## config.mk

```make
export PLATFORM = sky130hd
export DESIGN_NAME = addsub_rr_scheduler
export DESIGN_NICKNAME = d
export VERILOG_FILES = /design/src/rtl/addsub_rr_scheduler.sv
export SDC_FILE = /design/constraint.sdc
export NUM_CORES = 1
export LEC_CHECK = 0
export CELL_PAD_IN_SITES_DETAIL_PLACEMENT = 1
export CELL_PAD_IN_SITES_GLOBAL_PLACEMENT = 1
export CORE_ASPECT_RATIO = 0.8
export CORE_MARGIN = 1
export CORE_UTILIZATION = 39
export CTS_CLUSTER_SIZE = 14
export DETAILED_ROUTE_END_ITERATION = 12
export GPL_TIMING_DRIVEN = 0
export HOLD_SLACK_MARGIN = 0.06
export PLACE_DENSITY_LB_ADDON = 0.15
export SETUP_SLACK_MARGIN = 0.5
export SYNTH_ARGS = -nofsm -noshare
export SYNTH_HDL_FRONTEND = slang
export SYNTH_SLANG_ARGS = --single-unit
```

## constraint.sdc

```tcl
create_clock -name clk -period 5.8 [get_ports clk]
set_input_delay 1.16 -clock clk [delete_from_list [all_inputs] [get_ports clk]]
set_output_delay 1.16 -clock clk [all_outputs]
set_load 0.01 [all_outputs]
```

## src/rtl/addsub_rr_scheduler.sv

```systemverilog
// Two requesters share one adder-subtractor via a round-robin arbiter; ack in IDLE, done two cycles later.
// No acceptance while busy (EXEC/RESP): requesters hold req and operands until their ack pulse.
module addsub_rr_scheduler #(
  parameter int WIDTH = 16
) (
  input  logic             clk,
  input  logic             rst,
  input  logic             req0,
  input  logic [WIDTH-1:0] a0,
  input  logic [WIDTH-1:0] b0,
  input  logic             op0,
  output logic             ack0,
  input  logic             req1,
  input  logic [WIDTH-1:0] a1,
  input  logic [WIDTH-1:0] b1,
  input  logic             op1,
  output logic             ack1,
  output logic             busy,
  output logic             done,
  output logic             done_id,
  output logic [WIDTH-1:0] result,
  output logic             carry,
  output logic             overflow
);

  typedef enum logic [1:0] {IDLE, EXEC, RESP} state_t;

  state_t           state_q, state_d;
  logic             rr_last_q, rr_last_d;
  logic [WIDTH-1:0] a_q, a_d;
  logic [WIDTH-1:0] b_q, b_d;
  logic             op_q, op_d;
  logic             id_q, id_d;
  logic [WIDTH-1:0] result_q, result_d;
  logic             carry_q, carry_d;
  logic             overflow_q, overflow_d;
  logic             done_id_q, done_id_d;

  logic             gnt0, gnt1;
  logic [WIDTH-1:0] b_x;
  logic [WIDTH-1:0] low_sum;
  logic [1:0]       top_sum;

  // Gated by rst so acks read zero while reset is held, not just after the next edge.
  always_comb begin
    gnt0 = 1'b0;
    gnt1 = 1'b0;
    if (state_q == IDLE && !rst) begin
      gnt0 = req0 && (!req1 || rr_last_q);
      gnt1 = req1 && (!req0 || !rr_last_q);
    end
  end

  // The MSB is added separately so the carry into it is visible for the overflow flag.
  always_comb begin
    b_x     = b_q ^ {WIDTH{op_q}};
    low_sum = {1'b0, a_q[WIDTH-2:0]} + {1'b0, b_x[WIDTH-2:0]} + {{(WIDTH-1){1'b0}}, op_q};
    top_sum = {1'b0, a_q[WIDTH-1]} + {1'b0, b_x[WIDTH-1]} + {1'b0, low_sum[WIDTH-1]};
  end

  always_comb begin
    state_d    = state_q;
    rr_last_d  = rr_last_q;
    a_d        = a_q;
    b_d        = b_q;
    op_d       = op_q;
    id_d       = id_q;
    result_d   = result_q;
    carry_d    = carry_q;
    overflow_d = overflow_q;
    done_id_d  = done_id_q;
    case (state_q)
      IDLE: begin
        if (gnt0 || gnt1) begin
          a_d       = gnt1 ? a1 : a0;
          b_d       = gnt1 ? b1 : b0;
          op_d      = gnt1 ? op1 : op0;
          id_d      = gnt1;
          rr_last_d = gnt1;
          state_d   = EXEC;
        end
      end
      EXEC: begin
        result_d   = {top_sum[0], low_sum[WIDTH-2:0]};
        carry_d    = top_sum[1] ^ op_q;
        overflow_d = top_sum[1] ^ low_sum[WIDTH-1];
        done_id_d  = id_q;
        state_d    = RESP;
      end
      RESP:    state_d = IDLE;
      default: state_d = IDLE;
    endcase
  end

  always_ff @(posedge clk or posedge rst) begin
    if (rst) begin
      state_q    <= IDLE;
      rr_last_q  <= 1'b1;
      a_q        <= '0;
      b_q        <= '0;
      op_q       <= 1'b0;
      id_q       <= 1'b0;
      result_q   <= '0;
      carry_q    <= 1'b0;
      overflow_q <= 1'b0;
      done_id_q  <= 1'b0;
    end else begin
      state_q    <= state_d;
      rr_last_q  <= rr_last_d;
      a_q        <= a_d;
      b_q        <= b_d;
      op_q       <= op_d;
      id_q       <= id_d;
      result_q   <= result_d;
      carry_q    <= carry_d;
      overflow_q <= overflow_d;
      done_id_q  <= done_id_d;
    end
  end

  assign ack0     = gnt0;
  assign ack1     = gnt1;
  assign busy     = (state_q != IDLE);
  assign done     = (state_q == RESP);
  assign done_id  = done_id_q;
  assign result   = result_q;
  assign carry    = carry_q;
  assign overflow = overflow_q;

endmodule

```

==> impl_metrics.toml <==
[die]
die-height_um = 85.3
core_mm2 = 0.00816
die_area_mm2 = 0.00904
start_util_pct = 41.4
die_x_um = 106
row_count = 29
boundaryPins = 93

[global_routing]
overflow = 0
antenna_found_initial = 0
grt_pass1_wl_mm = 16.6
grt_pass1_vias = 3257
grt_usage_pct = 23.6
grt_max_degree = 36

[timing]
holdWs_ns = 0.481
worstMarginPinSlew_ns = 0.704
fin_crit_sh_pct = 72.5
fin_skew_ns = 0.0107
timing.fmax_ghz = 0.238
final_max_slew_viol_count = 0
rsz0062_at_grt = "false"
worst_slack_ns = 1.59
slew_headroom_pct = 52.5
hold_violations = 0
tns_ns = 0
setup_violations = 0
min_period_ns = 4.21

[clock_tree]
numCtsBuffers = 5
cts_resized = 0
clk_latency_ns = 0.32
clk_path_buf_depth = 2
cts_tree = "yes"
cts_setup_buffers = 0
htree_levels = 2
cts.clk_slew.worst_paths_ns = 0.09
ctsHoldBuffers = 0
cts_sinks = 56
cts_root_buf = "clkbuf_8"

[run]
maxCapViolations = 0

[layout]
drive_gt1_share_pct = 5.21
n_fill_cell = 962
design_area_mm2 = 0.00454
area_growth_pct = 34.2
n_antenna_cell = 0
multiInputGateArea_mm2 = 0.00184
register_area_mm2 = 0.00140
fin_util_pct = 55.6
finalNonFillerCells = 569
finalNetCount = 546

[routing]
vias = 3030
drt_iter0_drc = 103
wl_mm = 9.90
firstDrtPassIters = 4
viasPerCell = 5.33
wl_per_cell_um = 17.4
drc = 0
drtAntennaViolNets = 0

[yosys]
synthArstFlopShare_pct = 100
ys_ff_latch = 56
ys_types = 52
synth_area_mm2 = 0.00338
postSynthCellCount = 360
synth_fp_nets = 446
synth_top_area_cell = "dfrtp_1"
synthTopCellsByArea = "dfrtp_1, mux2i_1, a21oi_1"
synth-main-ff-cell = "dfrtp_1"
synth_warnings = 0
syn_area_per_cell_um2 = 9.39
synth-edff-count = 0
seq_area_frac_synth_pct = 41.5
synth_top_area_share_pct = 40.7

[setup_path]
worst_path_most_repeated_cell = "clkdlybuf4s50_1"
worstPathMaxFanout = 10
crit_path_top_delay_cell = "clkdlybuf4s50_1"
crit_chain = "clkdlybuf4s50_1 -> nor2_1 -> nand3_1 -> clkbuf_1 -> inv_1 -> clkdlybuf4s50_1"
critPathLaunchType = "input pin"
endpoint_kind = "output pin"
worst_ep_arrival_time_ns = 3.05
path_class = "input pin to output pin"
crit_required_ns = 4.64
crit_path_max_incr_delay_ns = 0.53

[placement]
pre_cts_slack_ns = 1.60
placed_area_mm2 = 0.00446
dpl.hpwl_mm = 7.94
gp_congestion = 0.818
dp.cells = 561
numPortBuffers = 92

[power]
intPower_mw = 1.57
report.power.total_mw = 3.02
power_leakage_nw = 2.12
clkPwrFrac_pct = 7.2
power.share.combinational_pct = 68.8
p_switching_mw = 1.45
pwr-share-seq_pct = 24.0
p_per_area_mw_per_mm2 = 666
sw_frac_of_total_pct = 48.0
ir_drop_mv = 0.261

[run_status]
outcome = "finished, final reports clean"

[min_path]
min_path_type = "flip-flop to flip-flop"
==> state kept, by name, summed over array words and instances, names as in the netlist <==
name	cells
rr_last_q	1
result	16
state_q	2
done_id	1
b_q	16
op_q	1
id_q	1
a_q	16
overflow	1
carry	1
==> cells by family (layout without fill, tap and decap cells) <==
group / after synthesis / count (layout) / synth area share [%]
adder cells (fa/ha/maj): 16 / 16 / 6.37
AO/OA/AOI/OAI: 93 / 93 / 16.3
flip-flops: 56 / 56 / 41.5
AND/OR/NAND/NOR: 108 / 108 / 15.9
XOR/XNOR: 21 / 21 / 5.44
multiplexers: 35 / 35 / 10.5
buffers and inverters: 31 / 132 / 4.07
==> cells in the final DEF, fill, tap and decap left out, types with 3 or more instances in the layout <==
| cell | count |
|---|---|
| o21ai_0 | 17 |
| o211ai_1 | 4 |
| a21o_1 | 8 |
| nand2b_1 | 4 |
| a21oi_1 | 45 |
| nand3_1 | 9 |
| inv_1 | 9 |
| nor2b_1 | 3 |
| mux2i_1 | 34 |
| nor3_1 | 4 |
| nand2_1 | 29 |
| clkbuf_8 | 5 |
| clkbuf_1 | 13 |
| ha_1 | 14 |
| xnor2_1 | 4 |
| dfrtp_1 | 55 |
| xor2_1 | 17 |
| or4_1 | 3 |
| nor2_1 | 38 |
| o31ai_1 | 3 |
| buf_2 | 5 |
| clkdlybuf4s50_1 | 92 |
| a31oi_1 | 3 |
==> path summary, 6_finish.rpt <==
path,from,to,slack [ns],depth (start not counted)
max,rst,ack1,1.59,6
min,rr_last_q,rr_last_q,0.48,2
max reg2reg,op_q,overflow,2.03,11
min reg2reg,rr_last_q,rr_last_q,0.48,2
max in group asynchronous,rst,result[9],4.03,3
min in group asynchronous,rst,b_q[15],1.22,2
==> layer usage <==
layer | up-vias | track usage (%) | routed length [µm]
met5 | - | 0 | 0
met4 | 0 | 6.06 | 129
met3 | 13 | 3.46 | 364
met2 | 81 | 39.2 | 4600
met1 | 1464 | 32.5 | 4800
li1 | 1472 | - | -
==> critical path, delay by kind of cell <==
family,cells,cell delay (ns)
simple gates,2,0.49
buf+inv,4,1.39
==> power groups by stage <==
stage	clock network, mW	registers [mW]	logic [mW]
6_report	0.216	0.726	2.08
3_5_place_dp	0	0.737	2.06
5_1_grt	0.231	0.750	2.30
3_3_place_gp	0	0.720	1.96
2_1_floorplan	0	0.720	1.40
4_1_cts	0.218	0.728	2.08
==> final cells by class <==
class / instances / area share, %
Timing Repair Buffer: 93 / 20.7
Tap cell: 108 / 2.98
Buffer: 21 / 2.21
Multi-Input combinational cell: 273 / 40.5
Clock buffer: 7 / 1.68
Clock inverter: 1 / 0.110
Sequential cell: 56 / 30.9
Inverter: 10 / 0.827
==> cell usage after synthesis (3+ instances only) <==
cell type  number
dfrtp_1        55
nand2b_1        4
o211ai_1        4
inv_1          10
ha_1           14
o21ai_0        17
mux2i_1        34
nor2_1         38
xor2_1         17
o31ai_1         3
a31oi_1         3
nor3_1          4
buf_2           5
a21oi_1        45
a21o_1          8
xnor2_1         4
nor2b_1         3
nand3_1         9
or4_1           3
nand2_1        29
clkbuf_1       11
(Power assumes the default switching activity.)
